<file path="src/rtl/micro_cpu.sv">
// Accumulator micro-CPU: one-word instructions fetched from an internal RAM,
// executed by a T1..T5 state sequence, with a program loader usable while stopped.
module micro_cpu #(
    parameter int DATA_WIDTH = 8,
    parameter int ADDR_WIDTH = 4,
    parameter int OUT_WIDTH  = 8
) (
    input  logic                  clk,
    input  logic                  rst_n,
    input  logic                  run,
    input  logic                  ld_en,
    input  logic [ADDR_WIDTH-1:0] ld_addr,
    input  logic [DATA_WIDTH-1:0] ld_data,
    output logic [OUT_WIDTH-1:0]  out_data,
    output logic                  out_valid,
    output logic                  halted,
    output logic                  busy,
    output logic [ADDR_WIDTH-1:0] pc,
    output logic                  carry,
    output logic                  zero
);

    localparam int DEPTH = 1 << ADDR_WIDTH;

    localparam logic [3:0] OP_LDA = 4'h1;
    localparam logic [3:0] OP_ADD = 4'h2;
    localparam logic [3:0] OP_SUB = 4'h3;
    localparam logic [3:0] OP_STA = 4'h4;
    localparam logic [3:0] OP_OUT = 4'h5;
    localparam logic [3:0] OP_JMP = 4'h6;
    localparam logic [3:0] OP_LDI = 4'h7;
    localparam logic [3:0] OP_JC  = 4'h8;
    localparam logic [3:0] OP_JZ  = 4'h9;
    localparam logic [3:0] OP_HLT = 4'hF;

    typedef enum logic [2:0] {
        S_IDLE = 3'd0, S_T1 = 3'd1, S_T2 = 3'd2, S_T3 = 3'd3,
        S_T4 = 3'd4, S_T5 = 3'd5, S_HALT = 3'd6
    } state_t;

    state_t                  state_r, state_s, done_s;
    logic [ADDR_WIDTH-1:0]   pc_r, mar_r, operand_r;
    logic [3:0]              opcode_r;
    logic [DATA_WIDTH-1:0]   a_r, b_r;
    logic                    carry_r, zero_r, out_valid_r;
    logic [OUT_WIDTH-1:0]    out_data_r;
    logic [DATA_WIDTH-1:0]   ram_r [DEPTH];
    logic [DATA_WIDTH-1:0]   rd_word_s, diff_s, ram_wdata_s;
    logic [DATA_WIDTH:0]     sum_s;
    logic [ADDR_WIDTH-1:0]   ram_waddr_s;
    logic                    ram_we_s, busy_s, halted_s;

    assign rd_word_s = ram_r[mar_r];
    assign sum_s     = {1'b0, a_r} + {1'b0, b_r};
    assign diff_s    = a_r - b_r;

    // State register.
    always_ff @(posedge clk or negedge rst_n) begin
        if (!rst_n) state_r <= S_IDLE;
        else        state_r <= state_s;
    end

    // Next-state logic; an instruction in flight always completes even if run drops.
    always_comb begin
        done_s  = run ? S_T1 : S_IDLE;
        state_s = S_IDLE;
        case (state_r)
            S_IDLE: state_s = run ? S_T1 : S_IDLE;
            S_T1:   state_s = S_T2;
            S_T2:   state_s = S_T3;
            S_T3: begin
                case (opcode_r)
                    OP_LDA, OP_ADD, OP_SUB, OP_STA: state_s = S_T4;
                    OP_HLT:                         state_s = S_HALT;
                    default:                        state_s = done_s;
                endcase
            end
            S_T4: begin
                if (opcode_r == OP_ADD || opcode_r == OP_SUB) state_s = S_T5;
                else                                          state_s = done_s;
            end
            S_T5:   state_s = done_s;
            S_HALT: state_s = run ? S_HALT : S_IDLE;
            default: state_s = S_IDLE;
        endcase
    end

    // Status outputs decoded from the state register.
    always_comb begin
        busy_s   = 1'b0;
        halted_s = 1'b0;
        case (state_r)
            S_T1, S_T2, S_T3, S_T4, S_T5: busy_s   = 1'b1;
            S_HALT:                       halted_s = 1'b1;
            default: begin
                busy_s   = 1'b0;
                halted_s = 1'b0;
            end
        endcase
    end

    // Datapath: PC, MAR, IR fields, accumulator, B, flags and OUT register.
    always_ff @(posedge clk or negedge rst_n) begin
        if (!rst_n) begin
            pc_r        <= '0;
            mar_r       <= '0;
            opcode_r    <= 4'h0;
            operand_r   <= '0;
            a_r         <= '0;
            b_r         <= '0;
            carry_r     <= 1'b0;
            zero_r      <= 1'b0;
            out_data_r  <= '0;
            out_valid_r <= 1'b0;
        end else begin
            out_valid_r <= 1'b0;
            case (state_r)
                S_T1: mar_r <= pc_r;
                S_T2: begin
                    opcode_r  <= rd_word_s[DATA_WIDTH-1 -: 4];
                    operand_r <= rd_word_s[ADDR_WIDTH-1:0];
                    pc_r      <= pc_r + {{(ADDR_WIDTH-1){1'b0}}, 1'b1};
                end
                S_T3: begin
                    case (opcode_r)
                        OP_LDA, OP_ADD, OP_SUB, OP_STA: mar_r <= operand_r;
                        OP_OUT: begin
                            out_data_r  <= a_r[OUT_WIDTH-1:0];
                            out_valid_r <= 1'b1;
                        end
                        OP_JMP: pc_r <= operand_r;
                        OP_JC:  if (carry_r) pc_r <= operand_r;
                        OP_JZ:  if (zero_r)  pc_r <= operand_r;
                        OP_LDI: a_r <= {{(DATA_WIDTH-ADDR_WIDTH){1'b0}}, operand_r};
                        default: ;
                    endcase
                end
                S_T4: begin
                    case (opcode_r)
                        OP_LDA:         a_r <= rd_word_s;
                        OP_ADD, OP_SUB: b_r <= rd_word_s;
                        default: ;
                    endcase
                end
                S_T5: begin
                    if (opcode_r == OP_ADD) begin
                        a_r     <= sum_s[DATA_WIDTH-1:0];
                        carry_r <= sum_s[DATA_WIDTH];
                        zero_r  <= (sum_s[DATA_WIDTH-1:0] == '0);
                    end else begin
                        a_r     <= diff_s;
                        carry_r <= (a_r >= b_r);
                        zero_r  <= (diff_s == '0);
                    end
                end
                default: ;
            endcase
        end
    end

    // RAM write port: STA in T4, or the external loader while stopped.
    always_comb begin
        ram_we_s    = 1'b0;
        ram_waddr_s = ld_addr;
        ram_wdata_s = ld_data;
        if (state_r == S_T4 && opcode_r == OP_STA) begin
            ram_we_s    = 1'b1;
            ram_waddr_s = mar_r;
            ram_wdata_s = a_r;
        end else if ((state_r == S_IDLE || state_r == S_HALT) && ld_en) begin
            ram_we_s = 1'b1;
        end else begin
            ram_we_s = 1'b0;
        end
    end

    // Program/data RAM; contents deliberately survive reset.
    always_ff @(posedge clk) begin
        if (ram_we_s) ram_r[ram_waddr_s] <= ram_wdata_s;
    end

    assign out_data  = out_data_r;
    assign out_valid = out_valid_r;
    assign halted    = halted_s;
    assign busy      = busy_s;
    assign pc        = pc_r;
    assign carry     = carry_r;
    assign zero      = zero_r;

endmodule

</file>
<file path="config.mk">
export PLATFORM = sky130hd
export DESIGN_NAME = micro_cpu
export DESIGN_NICKNAME = d
export VERILOG_FILES = /design/src/rtl/micro_cpu.sv
export SDC_FILE = /design/constraint.sdc
export NUM_CORES = 1
export LEC_CHECK = 0
export CORE_ASPECT_RATIO = 0.9
export CORE_MARGIN = 2
export CORE_UTILIZATION = 55
export CTS_CLUSTER_DIAMETER = 80
export DETAILED_ROUTE_END_ITERATION = 10
export PLACE_DENSITY_LB_ADDON = 0.08
export SYNTH_ARGS = -nofsm -noshare
export SYNTH_HDL_FRONTEND = slang
export SYNTH_SLANG_ARGS = --single-unit
</file>
<file path="constraint.sdc">
create_clock -name clk -period 2.45 [get_ports clk]
set_input_delay 0.49 -clock clk [delete_from_list [all_inputs] [get_ports clk]]
set_output_delay 0.49 -clock clk [all_outputs]
set_load 0.01 [all_outputs]
</file>
# Yosys cells after proc, flatten, opt, wreduce, memory -nomap -nowiden
# Memory sizes are Yosys's and may differ from the RTL's.
# Cells that the tools add are included.
dict set report classes {
  addsub 3
  order_cmp 1
  n_eq_ne 22
  n_mux 27
  reduce_logical 19
}
# op n
set op_table {}
lappend op_table {{$mux 8} 4}
lappend op_table {{$pmux 8 s3} 1}
lappend op_table {{$pmux 3 s6} 1}
lappend op_table {{$eq 4x3->1 const B} 4}
lappend op_table {{$logic_not 8->1} 2}
lappend op_table {{$mux 4} 4}
lappend op_table {{$pmux 4 s2} 2}
lappend op_table {{$eq 4x4->1 const B} 3}
lappend op_table {{$pmux 4 s3} 1}
lappend op_table {{$mux 1} 11}
lappend op_table {{$add 8x8->9} 1}
lappend op_table {{$eq 3x3->1 const B} 3}
lappend op_table {{$eq 4x2->1 const B} 2}
lappend op_table {{$ge 8x8->1} 1}
lappend op_table {{$sub 8x8->8} 1}
lappend op_table {{$eq 3x2->1 const B} 2}
lappend op_table {{$mux 3} 2}
lappend op_table {{$ne 2x1->1 const B} 3}
lappend op_table {{$ne 3x3->1 const B} 2}
lappend op_table {{$pmux 3 s2} 1}
lappend op_table {{$reduce_and 2->1} 3}
lappend op_table {{$reduce_or 5->1} 1}
lappend op_table {{$add 4x1->4 const B} 1}
lappend op_table {{$eq 4x1->1 const B} 1}
lappend op_table {{11 further kinds} 15}
dict set report word_totals {
  regBits 46
  ram_bits 128
  out_inout_bits 17
  elab_cells 84
  memories 1
}
# memory depth word_bits rd rd_ports_with_merged_regs wr line
set mem_list {}
lappend mem_list {ram_r 16 8 1 0 1 47} ;# logic [DATA_WIDTH-1:0] ram_r [DEPTH];

# Longest topological paths before layout
# Gate-level depths: netlist (run 1).
dict set report depth {
  ltp_word 7
  ltp_mapped 10
  depth_no_buf 10
}

# Least setup slack after synthesis (run 1)
# Ideal clock, no wire load.
dict set report synth_timing {
  kind {reg-to-reg}
  start {register opcode_r[2]}
  end {memory ram_r[0][0] (data pin)}
  setup_time_ns 0.330
  arrival_time_ns 2.108
  t_required_ns 2.120
  path_slack_ns 0.012
  stages_incl_launch_ff 6
  path_buffers 2
  synth_period_minus_slack_ns 2.438
  path_cell_list {dfrtp_1 buf_1 nor2b_1 nand3_1 clkbuf_1 o21ai_0}
}
dict set report synth_between {
  elab_chain_cells 3
}
# element line
set synth_rtl {}
lappend synth_rtl {{start: declaration} 43} ;# logic [3:0] opcode_r;
lappend synth_rtl {{start signal: assignment} 120} ;# opcode_r <= rd_word_s[DATA_WIDTH-1 -: 4];
lappend synth_rtl {{$eq 4x3->1} 166} ;# if (state_r == S_T4 && opcode_r == OP_STA) begin
lappend synth_rtl {{$logic_and 1x1->1} 166}
lappend synth_rtl {{$mux 8} 166}
lappend synth_rtl {{named net ram_wdata_s[0]} 48} ;# logic [DATA_WIDTH-1:0] rd_word_s, diff_s, ram_wdata_s;
lappend synth_rtl {{end: declaration} 47}
# The timed path passes the listed nets, and every way through them passes these cells.

# Final worst setup path (run 1)
dict set report layout_timing {
  start {register mar_r[0]}
  end {register a_r[2]}
}
dict set report layout_between {
  elab_chain_cells 3
}
# element line
set layout_rtl {}
lappend layout_rtl {{start: declaration} 42} ;# logic [ADDR_WIDTH-1:0] pc_r, mar_r, operand_r;
lappend layout_rtl {{start signal: assignment} 118} ;# S_T1: mar_r <= pc_r;
lappend layout_rtl {{start signal: assignment} 126} ;# OP_LDA, OP_ADD, OP_SUB, OP_STA: mar_r <= operand_r;
lappend layout_rtl {{$mem_v2 16x8} -}
lappend layout_rtl {{$mux 8} 139} ;# case (opcode_r)
lappend layout_rtl {{$pmux 8 s3} 117} ;# case (state_r)
lappend layout_rtl {{end signal: assignment} 140} ;# OP_LDA: a_r <= rd_word_s;
lappend layout_rtl {{end signal: assignment} 147} ;# a_r <= sum_s[DATA_WIDTH-1:0];
lappend layout_rtl {{end signal: assignment} 151} ;# a_r <= diff_s;
lappend layout_rtl {{end: declaration} 44} ;# logic [DATA_WIDTH-1:0] a_r, b_r;
# No other way between the ends. The select of a mux whose other input is x is not followed.
# A chain may end at the register's enable or synchronous reset.

==> results.md, run 1 <==
- Synth unique cells: 60
- First drt pass iteration count: 7
- Starting Density: 55.7%
- Leakage: 3.65 nW
- FF/Latch Area: 5000 um^2
- Worst skew pair latency: 0.43 ns
- P_int: 0.00735 W
- Gr ovfl total: 0
- R2r endpoint: a_r[2]$_DFFE_PN0P_
- R2r startpoint: mar_r[0]$_DFFE_PN0P_
- R2r worst-path depth: 5
- Gpl congestion: 0.897
- Syn Inst Count: 567
- Clk_skew: 0.00862 ns
- Switch share: 37.0%
- FILL cells: 1062
- Tmin final: 2.35 ns
- Worst Setup Start Kind: flop
- Worst setup EP type: flop
- Clock transition at the registers of the reported paths: 0.07 ns
- Ports: 33
- Clock Tree Root: clkbuf_16
- Die area: 15700 um^2
- Mapped Nets: 602
- CTS tree: done
- P_sw: 0.00431 W
- Worst Hold Class: in2async
- Layout cells sized above 1: 25.2%
- Input/output buffers: 32
- Crit path to: a_r[2]$_DFFE_PN0P_
- Ys async rst share: 26.4%
- Post-synthesis cell area: 8110 um^2
- Final nets: 700
- CTS Sinks: 174
- Post-Route WL: 18800 um
- Multi-input logic area: 2920 um^2
- DP Worst Slack: 0.0347 ns
- Leading area contributor after synthesis: edfxtp_1
- Fin. Hold Viols: 0
- Detailed Place HPWL: 13300 um
- Post-synth EDFFs: 128
- Worst Path Required: 2.75 ns
- Seq cells post-synth: 174
- Die width: 132 um
- R2R Setup Slk: 0.1 ns
- Power Density: 1190 nW/um^2
- VDD IR max: 0.000586 V
- Via density: 6.00
- Post-synthesis sequential area ratio: 61.6%
- # setup viols final: 0
- Antenna Violating Nets Remaining: 0
- Slew of the pin with the lowest slew margin: 0.560 ns
- WL per Instance: 21.4 um
- Critical Path Source: mar_r[0]$_DFFE_PN0P_
- Achievable Freq: 0.425 GHz
- Hold_ws: 0.0179 ns
- Final Max Tran Viols: 0
- Initial antenna violation count: 0
- Kind of critical path: reg2reg
- Gr usage total: 25.5%
- Final Cycle Share: 95.9%
- Vias in the first global route: 5328
- Yosys warns: 0
- Cts bufs inserted: 17
- Num rows: 42
- Hold Buf Count CTS: 0
- Worst-path fanout max: 7
- Synth Flop Type: edfxtp_1
- Vias after detailed routing: 5253
- Avg Inst Size Synth: 14.3 um^2
- Seq pwr share: 33.6%
- DRC Markers: 0
- Setup TNS: 0 ns
- H-tree levels: 4
- Area growth from synthesis to layout: 20.4%
- Crit path DAT: 2.65 ns
- Gate power share: 44.0%
- Top cell type's share of synthesized area: 47.4%
- MaxCap Viol Count: 0
- Ant diodes: 0
- Status: complete, no violations
- Die H: 119 um
- Synth area leaders: edfxtp_1 (47%), dfrtp_1 (14%), mux4_2 (11%), ha_1 (2.6%), mux2_2 (2.4%)
- Clk buf depth: 2
- Headroom to the max-slew limit: 62.6%
- First-pass GRT wire length: 29800 um
- Largest net degree at the start of global routing: 47
- Final setup margin: 0.0997 ns
- Core Region: 14600 um^2
- Portion of total power attributed to the clock network: 22.4%
- Detailed Route Iter0 Violations: 503
## critical path, cell delays in order (launching register included)
cell	delay, ns
dfrtp_2	0.43
buf_4	0.22
mux4_2	0.53
mux4_2	0.53
a222oi_1	0.37
a21oi_1	0.14
## metal layers
| metal | track usage (%) | part of all wire [%] | routed length, um |
|---|---|---|---|
| met3 | 5.15 | 4.5 | 853 |
| met1 | 33.7 | 42 | 7890 |
| met4 | 9.65 | 2.1 | 403 |
| met5 | 0 | 0 | 0 |
| met2 | 42.1 | 51 | 9630 |
## Yosys cell counts (all sizes together) (3+ instances only)
master and n:
mux2 24, nand3 12, a31oi 10, and2 8
a32oi 4, nor2b 5, nor3b 4, clkbuf 16
a21oi 22, edfxtp 128, a211oi 7, o21ai 18
nand2 41, inv 26, a21boi 3, mux4 38
xor2 5, nand4 3, nor2 45, buf 9
mux2i 7, a22oi 3, xnor2 4, o31ai 8
ha 17, a222oi 3, nor3 6, and3 4
nand2b 7, nor4b 4, dfrtp 46, a21o 6
## layout by cell type, fill, tap and decap left out, types with 4 or more instances in the layout
master	synthesis	routed
o21ai_0	11	11
mux2_2	17	17
edfxtp_1	128	128
nand2_1	41	41
nand3_1	12	11
a31oi_1	10	10
clkdlybuf4s50_1	0	31
a211oi_1	7	6
o21ai_1	7	7
a21o_1	6	6
and3_1	4	4
inv_8	0	6
buf_4	0	67
dfrtp_1	46	45
mux4_2	38	38
o31ai_1	8	7
clkbuf_16	0	17
mux2i_1	7	7
mux2_1	7	7
xor2_1	5	5
ha_1	17	17
inv_1	24	24
nand2b_1	7	7
nor2_1	45	43
xnor2_1	4	4
nor2b_1	5	5
a32oi_1	4	4
nor3b_1	4	4
buf_12	1	5
and2_1	7	7
a21oi_1	22	22
nor3_1	6	6
## flip-flops by register name, summed over array words and instances (netlist names)
name       count
pc             4
ram_r        128
zero           1
mar_r          4
operand_r      4
out_valid      1
out_data       8
a_r            8
carry          1
state_r        3
b_r            8
opcode_r       4
## power groups by stage
stage / clock (W) / sequential, W / combinational (W)
finish: 0.00261 / 0.00391 / 0.00513
global route: 0.00279 / 0.00396 / 0.00556
CTS: 0.00267 / 0.00391 / 0.00506
detailed placement: 0 / 0.00397 / 0.00500
global placement: 0 / 0.00396 / 0.00495
floorplan: 0 / 0.00388 / 0.00336
## worst min-delay path by stage
stage	endpoint	cells after the start
finish	a_r[6]$_DFFE_PN0P_	2
global route	a_r[6]$_DFFE_PN0P_	2
CTS	a_r[6]$_DFFE_PN0P_	2
detailed placement	out_data[4]$_DFFE_PN0P_	2
global placement	out_data[7]$_DFFE_PN0P_	2
floorplan	a_r[0]$_DFFE_PN0P_	0
## per-stage QoR
step	area, um^2	utilization [%]	total power (W)	cells
6_report	9770	67.1	0.0117	876
5_1_grt	9770	67.1	0.0123	876
4_1_cts	9730	66.8	0.0116	876
3_5_place_dp	9150	62.9	0.00897	844
3_3_place_gp	9150	62.9	0.00891	844
2_1_floorplan	8110	-	0.00725	567
## area by class of cell
| class | count | share of cell area, % |
|---|---|---|
| multi-input cells | 341 | 29.9 |
| well taps | 198 | 2.54 |
| inverters | 27 | 1.04 |
| repair buffers | 104 | 9.40 |
| flip-flops and latches | 174 | 51.2 |
| clock buffers | 18 | 4.39 |
| clock inverters | 14 | 1.52 |
## kinds of logic after synthesis
group / share of synthesized area [%]
muxes: 14.8
DFF: 61.6
buffers and inverters: 2.76
adders and majority gates: 3.12
xor gates and xnor gates: 0.972
and+or+nand+nor: 8.77
AOI/OAI and AO/OA: 8.02
## timing repair
item / CTS / global route
buffers inserted: 0 / 0
endpoints found under the setup margin: 0 / 13
gates resized for setup: 0 / 10
(Power assumes the default switching activity.)
==> run 2, diff against run 1 <==
--- a/config.mk
+++ b/config.mk
@@ -7,7 +7,7 @@
 export LEC_CHECK = 0
 export CORE_ASPECT_RATIO = 0.9
 export CORE_MARGIN = 2
-export CORE_UTILIZATION = 55
+export CORE_UTILIZATION = 50
 export CTS_CLUSTER_DIAMETER = 80
 export DETAILED_ROUTE_END_ITERATION = 10
 export PLACE_DENSITY_LB_ADDON = 0.08
==> run 2 against run 1 <==
Against the previous run:
- the flow now finishes with violations (hold timing)
- sequential power hardly changed
- power is 1.3% higher
- sequential share of layout area is 0.16 points lower
- clock power is 3% higher
- fmax is 1.3% lower
- global-route usage is 2.7 points lower
- critical path depth is 1 lower
- flip-flop and latch count stayed put
- largest cell class unchanged
==> results.md, run 2 (synthesis results as in run 1) <==
- Status: finished with violations
- Violated checks: hold timing
- Antenna Violating Nets Remaining: 0 (unchanged)
- Seq pwr share: 33.2% (-0.4 points)
- P_sw: 0.00432 W (+0.21%)
- Slew of the pin with the lowest slew margin: 0.656 ns (+0.0959 ns)
- Slowest-stage cell, CP: clkdlybuf4s50_1
- Crit path DAT: 1.89 ns (-0.76 ns)
- Via density: 5.85 (-2.4%)
- H-tree levels: 4 (unchanged)
- Ant diodes: 0 (unchanged)
- WP buf/inv: 3 (+2)
- CP top delay family: buffers and inverters
- Hold_ws: -0.00751 ns (-0.0254 ns)
- CTS tree: done
- Worst Path Required: 1.96 ns (-0.79 ns)
- Vias after detailed routing: 5192 (-1.2%)
- Clock transition at the registers of the reported paths: 0.07 ns (about the same)
- Detailed Route Iter0 Violations: 469 (-6.8%)
- Num rows: 44 (+4.8%)
- Detailed Place HPWL: 13800 um (+3.7%)
- Power, Total: 0.0118 W (+1.3%)
- P_int: 0.00749 W (+2.0%)
- Switch share: 36.6% (-0.40 points)
- Worst Hold Class: in2async
- DRC Markers: 0 (unchanged)
- Worst-path fanout max: 8 (+1)
- Leading cell type in the layout, fill and taps excluded: edfxtp_1
- Gr ovfl total: 0 (unchanged)
- Fin. Hold Viols: 3 (+3)
- Worst setup EP type: output port
- Headroom to the max-slew limit: 55.9% (-6.8 points)
- RSZ-0062 raised after global routing: no
- Kind of critical path: reg2out
- Die width: 138 um (+4.7%)
- Final Max Tran Viols: 0 (unchanged)
- Worst skew pair latency: 0.43 ns (about the same)
- Leakage: 3.68 nW (+0.61%)
- Gpl congestion: 0.891 (-0.70%)
- Achievable Freq: 0.420 GHz (-1.3%)
- CTS Sinks: 174 (unchanged)
- Final setup margin: 0.0689 ns (-0.0308 ns)
- Critical-path cell list: buf_4 > inv_2 > and3_1 > clkdlybuf4s50_1
- Die area: 17300 um^2 (+9.7%)
- Initial antenna violation count: 0 (unchanged)
- Final nets: 702 (+0.29%)
- Cts bufs inserted: 17 (unchanged)
- Largest net degree at the start of global routing: 36 (-23%)
- Number of flip-flops under the largest register name: 128 (unchanged)
- Area growth from synthesis to layout: 20.8%
- Clock Tree Root: clkbuf_16
- Portion of total power attributed to the clock network: 22.7% (+0.3 points)
- Die H: 125 um (+4.7%)
- Power Density: 1210 nW/um^2 (+0.97%)
- Worst Setup Start Kind: flop
- Gr usage total: 22.8% (-2.7 points)
- Input/output buffers: 32 (unchanged)
- First-pass GRT wire length: 29800 um (about the same)
- Core Region: 16000 um^2 (+10%)
- Clk_skew: 0.00833 ns (-0.000293 ns)
- Post-Route WL: 19000 um (+0.95%)
- Most frequent cells in the layout: edfxtp_1 (128), buf_4 (69), nor2_1 (45), dfrtp_1 (44), nand2_1 (41)
- # setup viols final: 0 (unchanged)
- Tmin final: 2.38 ns (+0.0308 ns)
- CP peak stage delay: 0.53 ns (about the same)
- Vias in the first global route: 5340 (+0.23%)
- Clk buf depth: 2 (unchanged)
- Ports: 33 (unchanged)
- First drt pass iteration count: 6 (-1)
- MaxCap Viol Count: 0 (unchanged)
- Starting Density: 50.6% (-5.1 points)
- DP Worst Slack: 0.0409 ns (+0.00621 ns)
- Gate power share: 44.1% (about the same)
- Top reg by flops: ram_r
- Final Cycle Share: 97.2% (+1.3 points)
- Setup TNS: 0 ns (unchanged)
- Layout cells sized above 1: 25.3% (+0.073 points)
- WL per Instance: 21.4 um (-0.30%)
- VDD IR max: 0.000666 V (+14%)
[run 2: area by class of cell]
type,count,area (um^2)
clock buffers,17,425
clock inverters,15,161
fillers,1232,6220
inverters,27,101
multi-input cells,341,2920
flip-flops and latches,174,5000
well taps,207,259
repair buffers,106,938
[run 2: metrics by stage]
| step | area, um^2 | hold slack (ns) | std cells | utilization [%] |
|---|---|---|---|---|
| after floorplan | 8110 | 0.194 | 567 | - |
| after global placement | 9150 | 0.451 | 853 | 57.1 |
| after detailed placement | 9150 | 0.464 | 853 | 57.1 |
| after CTS | 9740 | 0.00268 | 885 | 60.8 |
| after global routing | 9800 | 0.0238 | 887 | 61.2 |
| final | 9800 | -0.00751 | 887 | 61.2 |
[run 2: what timing repair did]
| action | in CTS | in global routing |
|---|---|---|
| hold buffers | 0 | 0 |
| endpoints found under the setup margin | 0 | 8 |
| setup buffers | 0 | 1 |
| gates resized for setup | 0 | 9 |
[run 2: routing by layer]
layer / GRT usage, % / part of all wire [%] / vias to the layer above
met5: 0 / 0 / -
met4: 7.44 / 1.7 / 0
met3: 4.69 / 5.3 / 23
met2: 37.2 / 50 / 146
met1: 31.0 / 43 / 2642
li1: - / - / 2381
[run 2: power groups by stage]
stage,registers [W],clock network [W],logic (W)
3_5_place_dp,0.00398,0,0.00503
2_1_floorplan,0.00388,0,0.00336
5_1_grt,0.00398,0.00288,0.00566
6_report,0.00392,0.00269,0.00520
3_3_place_gp,0.00397,0,0.00502
4_1_cts,0.00392,0.00274,0.00506
[run 2: worst paths after layout]
check	endpoint	start	slack, ns	depth (start not counted)
worst min-delay path	a_r[7]$_DFFE_PN0P_	rst_n	-0.008	1
worst min register to register	out_data[1]$_DFFE_PN0P_	out_data[1]$_DFFE_PN0P_	0.48	2
min in group clk	out_data[1]$_DFFE_PN0P_	out_data[1]$_DFFE_PN0P_	0.48	2
max in group asynchronous	mar_r[0]$_DFFE_PN0P_	rst_n	1.84	2
worst max register to register	a_r[0]$_DFFE_PN0P_	mar_r[0]$_DFFE_PN0P_	0.13	7
worst max-delay path	halted	state_r[0]$_DFF_PN0_	0.07	4
==> run 3, diff against run 2 <==
--- a/config.mk
+++ b/config.mk
@@ -6,7 +6,6 @@
 export NUM_CORES = 1
 export LEC_CHECK = 0
 export CORE_ASPECT_RATIO = 0.9
-export CORE_MARGIN = 2
 export CORE_UTILIZATION = 50
 export CTS_CLUSTER_DIAMETER = 80
 export DETAILED_ROUTE_END_ITERATION = 10
==> constraint.sdc (replaced) <==
create_clock -name clk -period 2.2 [get_ports clk]
set_input_delay 0.44 -clock clk [delete_from_list [all_inputs] [get_ports clk]]
set_output_delay 0.44 -clock clk [all_outputs]
set_load 0.01 [all_outputs]
==> run 3 against run 2 <==
Against the previous run:
- the run ends with setup timing left
- critical endpoint is now a_r[1]$_DFFE_PN0P_
- largest power group unchanged
- clock power increased by 7%
- count of clock-buffer cells in the layout stayed put
- cell count rose by 3.5%
- register-to-register slack lost 0.18 ns
- critical path depth rose by 1
- worst setup slack lost 0.12 ns
- power increased by 21%
- first-iteration DRC count increased by 4.3%
- clock skew rose by 0.0077 ns
- die area decreased by 3.0%
- via count grew 3.3%
- sequential share of layout area decreased by 3.1 points
==> results.md, run 3 (synthesis results as in run 1) <==
- Status: finished with violations
- Violated checks: setup timing
- Hold Path End: out_data[4]$_DFFE_PN0P_
- Switch share: 36.8% (+0.19 points)
- Gr ovfl total: 0 (unchanged)
- RSZ-0062 raised after global routing: yes
- CTS Sinks: 174 (unchanged)
- FILL cells: 1147 (-6.9%)
- Kind of critical path: reg2reg
- Die area: 16700 um^2 (-3.0%)
- P_sw: 0.00525 W (+21%)
- Seq pwr share: 30.4% (-2.8 points)
- Final setup margin: -0.0484 ns (-0.117 ns)
- Area growth from synthesis to layout: 28.6%
- Number of flip-flops under the largest register name: 128 (unchanged)
- Worst Hold Class: reg2reg
- MaxCap Viol Count: 0 (unchanged)
- Headroom to the max-slew limit: 56.4% (+0.53 points)
- Multi-input logic area: 3190 um^2 (+9.4%)
- CP top delay family: multiplexers
- R2R Setup Slk: -0.05 ns (-0.18 ns)
- DP Worst Slack: -0.171 ns (-0.212 ns)
- Gpl congestion: 0.897 (+0.67%)
- Hold path cells: 2
- Die H: 123 um (-1.6%)
- Most frequent cells in the layout: edfxtp_1 (128), buf_4 (92), dfrtp_1 (44), nand2_1 (41), mux4_2 (38)
- Antenna Violating Nets Remaining: 0 (unchanged)
- CTS tree: done
- Worst skew pair latency: 0.43 ns (about the same)
- Final Cycle Share: 102%
- Tmin final: 2.25 ns
- Num rows: 43 (-2.3%)
- CP most frequent cell: mux4_2
- FF/Latch Area: 5000 um^2 (unchanged)
- Crit path DAT: 2.52 ns (+0.63 ns)
- Achievable Freq: 0.445 GHz
- Initial antenna violation count: 0 (unchanged)
- Via density: 5.84 (-0.16%)
- Vias after detailed routing: 5365 (+3.3%)
- Worst-path fanout max: 14 (+6)
- Setup TNS: -0.322 ns (-0.322 ns)
- First-pass GRT wire length: 29900 um (+0.42%)
- Detailed Place HPWL: 13900 um (+0.51%)
- VDD IR max: 0.00100 V (+50%)
- Critical-path cell list: buf_12 > mux4_2 > mux4_2 > a222oi_1 > a21oi_1
- Final Max Tran Viols: 0 (unchanged)
- Worst Setup Start Kind: flop
- WL per Instance: 21.3 um (-0.53%)
- Clock Tree Root: clkbuf_16
- H-tree levels: 4 (unchanged)
- CP peak stage delay: 0.54 ns (about the same)
- Largest net degree at the start of global routing: 36 (unchanged)
- Starting Density: 52.0% (+1.4 points)
- Core Region: 15600 um^2 (-2.6%)
- Fin. Hold Viols: 0 (-3)
- Ant diodes: 0 (unchanged)
- Worst path depth: 5 (+1)
- Post-Route WL: 19500 um (+2.9%)
- First drt pass iteration count: 5 (-1)
- Leading cell type in the layout, fill and taps excluded: edfxtp_1
- Slowest-stage cell, CP: mux4_2
- Leakage: 3.93 nW (+6.8%)
- Slew of the pin with the lowest slew margin: 0.648 ns (-0.00783 ns)
- Worst Path Required: 2.47 ns (+0.51 ns)
- Clock transition at the registers of the reported paths: 0.07 ns (about the same)
- Worst setup EP type: flop
- R2r startpoint: mar_r[0]$_DFFE_PN0P_
- P_int: 0.00902 W (+20%)
- Top reg by flops: ram_r
- R2r endpoint: a_r[1]$_DFFE_PN0P_
- Ports: 33 (unchanged)
- # setup viols final: 11 (+11)
- Gr usage total: 24.8% (+2.0 points)
- Vias in the first global route: 5384 (+0.82%)
- R2r worst-path depth: 5 (-2)
- Power Density: 1370 nW/um^2 (+14%)
- Layout cells sized above 1: 35.6% (+10 points)
- Clk buf depth: 2 (unchanged)
- Cts bufs inserted: 17 (unchanged)
- Die width: 136 um (-1.4%)
- Final nets: 738 (+5.1%)
- Portion of total power attributed to the clock network: 20.2% (-2.5 points)
- Gate power share: 49.4% (+5.3 points)
- Input/output buffers: 32 (unchanged)
- DRC Markers: 0 (unchanged)
- Clk_skew: 0.0161 ns (+0.00773 ns)
- WP buf/inv: 1 (-2)
- Detailed Route Iter0 Violations: 489 (+4.3%)
- Hold path start: out_data[4]$_DFFE_PN0P_
-- run 3: cell types whose count changed in the layout (fill, tap and decap cells not counted), moves of 4 or more --
cell | before | now
buf_6 | 0 | 6
buf_4 | 69 | 92
ha_1 | 17 | 12
nor2_2 | 0 | 11
inv_6 | 5 | 1
nor2_1 | 45 | 32
a211oi_1 | 6 | 2
buf_12 | 4 | 11
-- run 3: how the worst max path moves through the flow --
stage | slack (ns) | to | start
6_report | -0.05 | a_r[1]$_DFFE_PN0P_ | mar_r[0]$_DFFE_PN0P_
5_1_grt | -0.15 | a_r[2]$_DFFE_PN0P_ | mar_r[0]$_DFFE_PN0P_
4_1_cts | -0.06 | a_r[2]$_DFFE_PN0P_ | mar_r[0]$_DFFE_PN0P_
3_5_place_dp | -0.17 | carry$_DFFE_PN0P_ | a_r[0]$_DFFE_PN0P_
3_3_place_gp | -0.16 | a_r[5]$_DFFE_PN0P_ | mar_r[0]$_DFFE_PN0P_
2_1_floorplan | -0.10 | ram_r[2][0]$_DFFE_PP_ | opcode_r[2]$_DFFE_PN0N_
-- run 3: worst reg2reg max path, delay by kind of cell, from the launching register on --
family	cells	cell delay, ns
multiplexers	2	1.07
flip-flops	1	0.42
buffers and inverters	1	0.17
AO/OA/AOI/OAI	2	0.43
-- run 3: final cells by class --
| class | count | share of cell area (%) |
|---|---|---|
| clock inverters | 15 | 1.46 |
| clock buffers | 17 | 4.08 |
| well taps | 202 | 2.42 |
| inverters | 27 | 0.996 |
| multi-input cells | 341 | 30.6 |
| flip-flops and latches | 174 | 47.9 |
| repair buffers | 142 | 12.5 |
-- run 3: timing repair --
item / in CTS / in global routing
hold endpoints to repair: 14 / 0
pin swaps: 10 / 20
buffers inserted: 11 / 5
endpoints found under the setup margin: 42 / 163
hold buffers: 1 / 0
gates resized for setup: 25 / 42
-- run 3: power groups by stage --
stage / Combinational, W / Sequential, W / Clock (W)
after detailed placement: 0.00606 / 0.00437 / 0
after global routing: 0.00757 / 0.00439 / 0.00305
final: 0.00705 / 0.00434 / 0.00288
after global placement: 0.00602 / 0.00436 / 0
after CTS: 0.00646 / 0.00431 / 0.00293
after floorplan: 0.00375 / 0.00432 / 0
-- run 3: metal layers --
metal  wire length (um)  GRT usage [%]  up-vias
li1                   -              -     2455
met1               8280           31.5     2734
met2              10200           43.4      143
met3                652           3.80       33
met4                353           8.26        0
met5                  0              0        -
-- run 3: per-stage QoR --
step / utilization, % / area (um^2) / hold slack (ns) / cells / power, W
floorplan: - / 8130 / 0.144 / 567 / 0.00808
global route: 66.8 / 10400 / 0.499 / 918 / 0.0150
detailed placement: 60.4 / 9420 / 0.450 / 870 / 0.0104
CTS: 65.3 / 10200 / 0.482 / 914 / 0.0137
global placement: 60.4 / 9420 / 0.440 / 870 / 0.0104
finish: 66.8 / 10400 / 0.477 / 918 / 0.0143
